===== config.mk =====
export PLATFORM = sky130hd
export DESIGN_NAME = uart_rx_ctrl
export DESIGN_NICKNAME = d
export VERILOG_FILES = /design/src/rtl/uart_pkg.sv /design/src/rtl/uart_baud_tick.sv /design/src/rtl/uart_rx_ctrl.sv
export SDC_FILE = /design/constraint.sdc
export NUM_CORES = 1
export LEC_CHECK = 0
export CORE_UTILIZATION = 40
export CTS_BUF_LIST = sky130_fd_sc_hd__clkbuf_4
export CTS_CLUSTER_SIZE = 30
export DETAILED_ROUTE_END_ITERATION = 10
export PLACE_DENSITY_LB_ADDON = 0.08
export SLEW_MARGIN = 20
export SYNTH_ARGS = -nofsm -noshare
export SYNTH_HDL_FRONTEND = slang
export SYNTH_SLANG_ARGS = --single-unit
export TNS_END_PERCENT = 1

===== constraint.sdc =====
create_clock -name clk -period 2.1 [get_ports clk]
set_clock_uncertainty 0.1 [all_clocks]
set_input_delay 0.42 -clock clk [delete_from_list [all_inputs] [get_ports clk]]
set_output_delay 0.42 -clock clk [all_outputs]
set_load 0.1 [all_outputs]

===== src/rtl/uart_pkg.sv =====
// uart_pkg: shared encodings and constants for the UART receive path.
// Latency: n/a (types and constants only).
// Backpressure: n/a.
package uart_pkg;

  // Receive controller states
  typedef enum logic [2:0] {
    ST_DISABLED = 3'd0,
    ST_LISTEN   = 3'd1,
    ST_WRITE    = 3'd2,
    ST_RETX     = 3'd3,
    ST_ABORT    = 3'd4
  } rx_ctrl_state_t;

  // Consecutive failed frames tolerated before a byte is abandoned
  localparam int DEF_MAX_RETRY = 3;

  // Receiver oversampling ratio (ticks per bit)
  localparam int OVS = 16;

endpackage


===== src/rtl/uart_baud_tick.sv =====
// uart_baud_tick: divider producing a one-cycle oversample strobe every div+1 clocks while enabled.
// Latency: first tick div+1 clocks after en rises; counter and tick held at 0 while en is low.
// Backpressure: none; free-running strobe, no handshake.
module uart_baud_tick #(
  parameter int DIV_W = 16
) (
  input  logic             clk,
  input  logic             areset_n,
  input  logic             en,
  input  logic [DIV_W-1:0] div,
  output logic             tick
);

  logic [DIV_W-1:0] div_cnt;

  // Count clocks up to div; >= keeps a mid-run decrease of div from overshooting a full wrap
  always_ff @(posedge clk or negedge areset_n) begin
    if (!areset_n) begin
      div_cnt <= '0;
      tick    <= 1'b0;
    end else if (!en) begin
      div_cnt <= '0;
      tick    <= 1'b0;
    end else if (div_cnt >= div) begin
      div_cnt <= '0;
      tick    <= 1'b1;
    end else begin
      div_cnt <= div_cnt + DIV_W'(1);
      tick    <= 1'b0;
    end
  end

endmodule


===== src/rtl/uart_rx_ctrl.sv =====
// uart_rx_ctrl: oversample strobe, commit of good bytes to the RX FIFO, bounded retransmit sequencing, status counters.
// Latency: flag rise -> FIFO write next cycle; fb rise -> retx_req next cycle; retx_ack -> retx_req low next cycle.
// Backpressure: fifo_full at commit drops the byte and sets overrun; retx_req is held until retx_ack.
module uart_rx_ctrl
  import uart_pkg::*;
#(
  parameter int DIV_W     = 16,
  parameter int MAX_RETRY = DEF_MAX_RETRY,
  parameter int CNT_W     = 16
) (
  input  logic             clk,
  input  logic             areset_n,
  input  logic             rx_en,
  input  logic [DIV_W-1:0] baud_div,
  output logic             rx_tick,
  input  logic [7:0]       rcv_dout,
  input  logic             rcv_flag,
  input  logic             rcv_fb,
  input  logic             fifo_full,
  output logic             fifo_wr,
  output logic [7:0]       fifo_wdata,
  output logic             retx_req,
  input  logic             retx_ack,
  input  logic             clr_status,
  output logic [CNT_W-1:0] frame_cnt,
  output logic [7:0]       err_cnt,
  output logic             overrun,
  output logic             abort,
  output logic             drop
);

  // Retry threshold narrowed to the retry counter width (MAX_RETRY is 1..15)
  localparam logic [3:0] MAX_RETRY_L = 4'(MAX_RETRY);

  rx_ctrl_state_t state;
  logic           flag_q;
  logic           fb_q;
  logic           flag_rise;
  logic           fb_rise;
  logic [3:0]     retry_cnt;
  logic [3:0]     retry_nxt;
  logic [7:0]     data_q;

  assign flag_rise = rcv_flag & ~flag_q;
  assign fb_rise   = rcv_fb & ~fb_q;
  assign retry_nxt = retry_cnt + 4'd1;

  // Strobes toward FIFO and transmitter are pure state decodes so a reset kills them immediately
  assign fifo_wr    = (state == ST_WRITE);
  assign retx_req   = (state == ST_RETX);
  assign drop       = (state == ST_ABORT);
  assign fifo_wdata = data_q;

  uart_baud_tick #(
    .DIV_W (DIV_W)
  ) u_baud_tick (
    .clk      (clk),
    .areset_n (areset_n),
    .en       (state != ST_DISABLED),
    .div      (baud_div),
    .tick     (rx_tick)
  );

  // Delay receiver levels by one cycle for rise detection
  always_ff @(posedge clk or negedge areset_n) begin
    if (!areset_n) begin
      flag_q <= 1'b0;
      fb_q   <= 1'b0;
    end else begin
      flag_q <= rcv_flag;
      fb_q   <= rcv_fb;
    end
  end

  // Controller FSM with retry tracking, data capture and status counters
  always_ff @(posedge clk or negedge areset_n) begin
    if (!areset_n) begin
      state     <= ST_DISABLED;
      retry_cnt <= '0;
      data_q    <= '0;
      frame_cnt <= '0;
      err_cnt   <= '0;
      overrun   <= 1'b0;
      abort     <= 1'b0;
    end else begin
      case (state)
        ST_DISABLED: begin
          retry_cnt <= '0;
          if (rx_en) begin
            state <= ST_LISTEN;
          end
        end

        ST_LISTEN: begin
          if (!rx_en) begin
            state     <= ST_DISABLED;
            retry_cnt <= '0;
          end else if (fb_rise) begin
            // A retransmit request beats a same-cycle good-frame indication
            if (err_cnt != 8'hFF) begin
              err_cnt <= err_cnt + 8'd1;
            end
            retry_cnt <= retry_nxt;
            if (retry_nxt < MAX_RETRY_L) begin
              state <= ST_RETX;
            end else begin
              state <= ST_ABORT;
            end
          end else if (flag_rise) begin
            if (fifo_full) begin
              overrun <= 1'b1;
            end else begin
              data_q <= rcv_dout;
              state  <= ST_WRITE;
            end
          end
        end

        ST_WRITE: begin
          // The single write always completes, even if rx_en just dropped
          if (frame_cnt != {CNT_W{1'b1}}) begin
            frame_cnt <= frame_cnt + CNT_W'(1);
          end
          retry_cnt <= '0;
          if (flag_rise) begin
            overrun <= 1'b1;
          end
          if (rx_en) begin
            state <= ST_LISTEN;
          end else begin
            state <= ST_DISABLED;
          end
        end

        ST_RETX: begin
          if (flag_rise) begin
            overrun <= 1'b1;
          end
          if (!rx_en) begin
            state     <= ST_DISABLED;
            retry_cnt <= '0;
          end else if (retx_ack) begin
            state <= ST_LISTEN;
          end
        end

        ST_ABORT: begin
          abort     <= 1'b1;
          retry_cnt <= '0;
          if (flag_rise) begin
            overrun <= 1'b1;
          end
          if (rx_en) begin
            state <= ST_LISTEN;
          end else begin
            state <= ST_DISABLED;
          end
        end

        default: begin
          state     <= ST_DISABLED;
          retry_cnt <= '0;
        end
      endcase

      // Status clear overrides any increment or set in the same cycle
      if (clr_status) begin
        frame_cnt <= '0;
        err_cnt   <= '0;
        overrun   <= 1'b0;
        abort     <= 1'b0;
      end
    end
  end

endmodule


==> impl_metrics.csv <==
group,metric,value,unit
worst_setup_path,crit_end,"u_baud_tick.div_cnt[12]$_DFF_PN0_",
clock_tree,cts_tree,"built",
timing,worst_slew_pin_slew,0.640,ns
worst_setup_path,cp_num_cells,9,
floorplan,die_y,92.4,microns
route,drt-wirelength-per-cell,13.4,microns
layout,fin_util,59.8,%
power_and_ir_drop,ir_drop,649,uV
logic_synthesis,synthArstFlopShare,100,%
worst_setup_path,cpPeakStageDelay,0.49,ns
timing,fmax,452,MHz
worst_setup_path,rr_endpoint,"u_baud_tick.div_cnt[12]$_DFF_PN0_",
route,top_layer,"met4",
logic_synthesis,yosysTopAreaCell,"dfrtp_1",
placed_design,port_buffers,69,
layout,layout_common_cells,"62 x buf_4, 47 x nor2_1, 43 x dfrtp_1",
timing,fin_ws,-0.110,ns
logic_synthesis,synth_seq_cells,60,
grt,grt-ovfl-total,0,
layout,fin_nets,500,
floorplan,ioPinCount,70,
run_status,status,"finished, violations left",
timing,fin_crit_sh,105,%
worst_setup_path,start_kind,"input port",
placed_design,dp.cells,534,
logic_synthesis,synth.net_count,389,
hold_path,hold_path_class,"flop to flop",
route,firstDrtPassIters,4,
layout,drive_gt1_share,31.4,%
worst_setup_path,ff2ff_setup_slack,-0.10,ns
worst_setup_path,critical_path_class,"input port to flop",
route,totalWireLength,7.43,mm
floorplan,core-area,0.00781,sq mm
logic_synthesis,synth_top_cell_area_share,45.9,%
logic_synthesis,yosysSeqAreaShare,45.9,%
floorplan,die_w,92.4,microns
logic_synthesis,yosys_warnings,0,
flow_run,maxCapViolCount,0,
route,wl_met3,292,microns
layout,layout.cells.non_filler,554,
power_and_ir_drop,powerDensity,640,mW/mm^2
worst_setup_path,end_kind,"flop",
worst_setup_path,path_cells,"clkdlybuf4s50_1 > inv_1 > ha_1 > nand2_2 > nor3_4 > or4b_4 > nand4b_1 > buf_6 > nor2_2",
grt,first_global_vias,2676,
timing,hold_viol_final,0,
grt,gr-usage-all-layers,19.5,%
power_and_ir_drop,cellLeakagePower,2.09,nW
grt,grt_first_pass_wirelength,13.0,mm
timing,finalCriticalPeriod,2.21,ns
run_status,violations,"negative setup slack",
clock_tree,root_buffer,"clkbuf_4",
layout,final_area,0.00467,sq mm
logic_synthesis,synth_area_leaders,"dfrtp_1 46%, ha_1 8.0%, nor2_1 6.2%",
route,viasPerCell,5.01,
floorplan,initial_utilization,41.9,%
worst_setup_path,reg2reg_depth,7,
worst_setup_path,cpMaxStageDelayCell,"or4b_4",
worst_setup_path,path_buf_inv,3,
clock_tree,cts_made_buffers,9,
route,wl_met2,3.32,mm
route,vias,2773,
timing,grt_setup_unrepaired,"true",
logic_synthesis,ys.flop_type,"dfrtp_1",
placed_design,place_ws,-0.779,ns
layout,n_antenna_cell,0,
layout,nFillCells,706,
layout,final_common_cell,"buf_4",
clock_tree,clk_pin_slew,0.10,ns
clock_tree,clockBufferDepth,2,
logic_synthesis,synth_area,0.00327,sq mm
route,drt_iter0_drc,140,
timing,drv_slew,0,
floorplan,dieArea,0.00854,sq mm
grt,grt_max_degree,29,
grt,antenna_found_initial,0,
route,post-route-drc-count,0,
logic_synthesis,yosys.cell_types.count,43,
timing,slew_headroom,57.4,%
floorplan,fp-row-count,32,
worst_setup_path,crit_required,2.28,ns
logic_synthesis,syn_inst,336,
route,wl_met1,3.71,mm
placed_design,place_area,0.00438,sq mm
logic_synthesis,synth-edff-count,0,
route,ant_nets,0,
logic_synthesis,syn_area_per_cell,9.73,sq um
worst_setup_path,crit_family,"simple AND/OR/NAND/NOR gates",
power_and_ir_drop,total_power,2.99,mW
clock_tree,htree_levels,3,
worst_setup_path,r2r-start,"u_baud_tick.div_cnt[14]$_DFF_PN0_",
placed_design,gp_congestion,0.763,
placed_design,hpwlAfterDp,5.52,mm
timing,setup_viol,16,
layout,area_growth,42.8,%
clock_tree,clock_latency,0.39,ns
worst_setup_path,startpoint,"baud_div[9]",
worst_setup_path,crit_arrival,2.39,ns
worst_setup_path,path_max_fanout,8,
clock_tree,cts.sinks,60,
-- through the flow --
step / TNS (ns) / hold slack (ns)
2_1_floorplan: -3.88 / 0.0244
3_3_place_gp: -14.02 / 0.378
3_5_place_dp: -15.82 / 0.379
4_1_cts: -1.23 / 0.411
5_1_grt: -3.11 / 0.414
6_report: -1.28 / 0.418
-- cell families (layout without fill, tap and decap cells) --
logic type                 after synthesis  count (layout)  share of synthesized area, %
and+or+nand+nor                        151             151                          24.3
DFF                                     60              60                          45.9
xor gates and xnor gates                38              38                          10.2
buffers and inverters                   31             147                          3.75
AOI/OAI and AO/OA                       26              26                          4.74
adders and majority gates               21              21                          8.03
muxes                                    9               9                          3.06
-- state kept, by name (all words and copies together) (netlist names) --
signal               count
frame_cnt               16
u_baud_tick.div_cnt     16
err_cnt                  8
fifo_wdata               8
retry_cnt                4
state                    3
abort                    1
fb_q                     1
flag_q                   1
overrun                  1
u_baud_tick.tick         1
-- worst min-delay path by stage --
stage	start	endpoint	slack, ns	cells after the start
floorplan	areset_n	abort$_DFFE_PN0P_	0.02	0
global placement	areset_n	u_baud_tick.div_cnt[1]$_DFF_PN0_	0.38	1
detailed placement	areset_n	u_baud_tick.div_cnt[3]$_DFF_PN0_	0.38	1
CTS	rcv_fb	fb_q$_DFF_PN0_	0.41	1
global route	rcv_fb	fb_q$_DFF_PN0_	0.41	1
finish	abort$_DFFE_PN0P_	abort$_DFFE_PN0P_	0.42	2
-- repair_timing --
action / in CTS / in global routing
gates cloned: 1 / 0
endpoints found under the setup margin: 18 / 18
buffers inserted: 2 / 0
gates resized for setup: 31 / 1
endpoints found under the hold margin: 25 / 0
hold buffers: 1 / 0
pin swaps: 18 / 2
-- metal layers --
layer | vias to the layer above | GRT usage, %
met1 | 1322 | 28.3
met5 | - | 0
li1 | 1381 | -
met3 | 10 | 4.11
met4 | 0 | 7.42
met2 | 60 | 28.4
-- power breakdown --
part / leakage (nW) / total (mW) / switching, mW / internal (mW)
sequential: 0.791 / 1.27 / 0.0476 / 1.22
clock: 0.0876 / 0.908 / 0.421 / 0.487
combinational: 1.22 / 0.814 / 0.543 / 0.271
-- worst register-to-register path: stages, from the launching register on --
cell and delay (ns):
dfrtp_1 0.44, ha_4 0.29, nand4_1 0.17, nor3_4 0.18
or4b_4 0.49, nand4b_1 0.18, buf_6 0.19, nor2_2 0.05
-- cell usage after synthesis, types with 2 or more instances --
| cell | n |
|---|---|
| dfrtp_1 | 60 |
| nor2_1 | 54 |
| inv_1 | 24 |
| nand2_1 | 23 |
| xnor2_1 | 22 |
| ha_1 | 21 |
| xor2_1 | 16 |
| nand3_1 | 15 |
| nor3_1 | 15 |
| nand4_1 | 13 |
| a21oi_1 | 9 |
| mux2_2 | 8 |
| o21ai_0 | 7 |
| a31oi_1 | 4 |
| and3_1 | 4 |
| clkbuf_1 | 4 |
| nor4_1 | 4 |
| and4_1 | 3 |
| and2_1 | 2 |
| buf_2 | 2 |
| nand2b_1 | 2 |
| nor3b_1 | 2 |
| or3_1 | 2 |
-- final cells by class --
class,count,area (sq um),share of cell area (%)
Timing Repair Buffer,107,1020,21.8
Inverter,24,90.1,1.93
Tap cell,102,128,2.73
Clock buffer,10,75.1,1.61
Multi-Input combinational cell,245,1760,37.6
Clock inverter,6,78.8,1.69
Sequential cell,60,1520,32.6
Power figures use the tool's default switching activity.
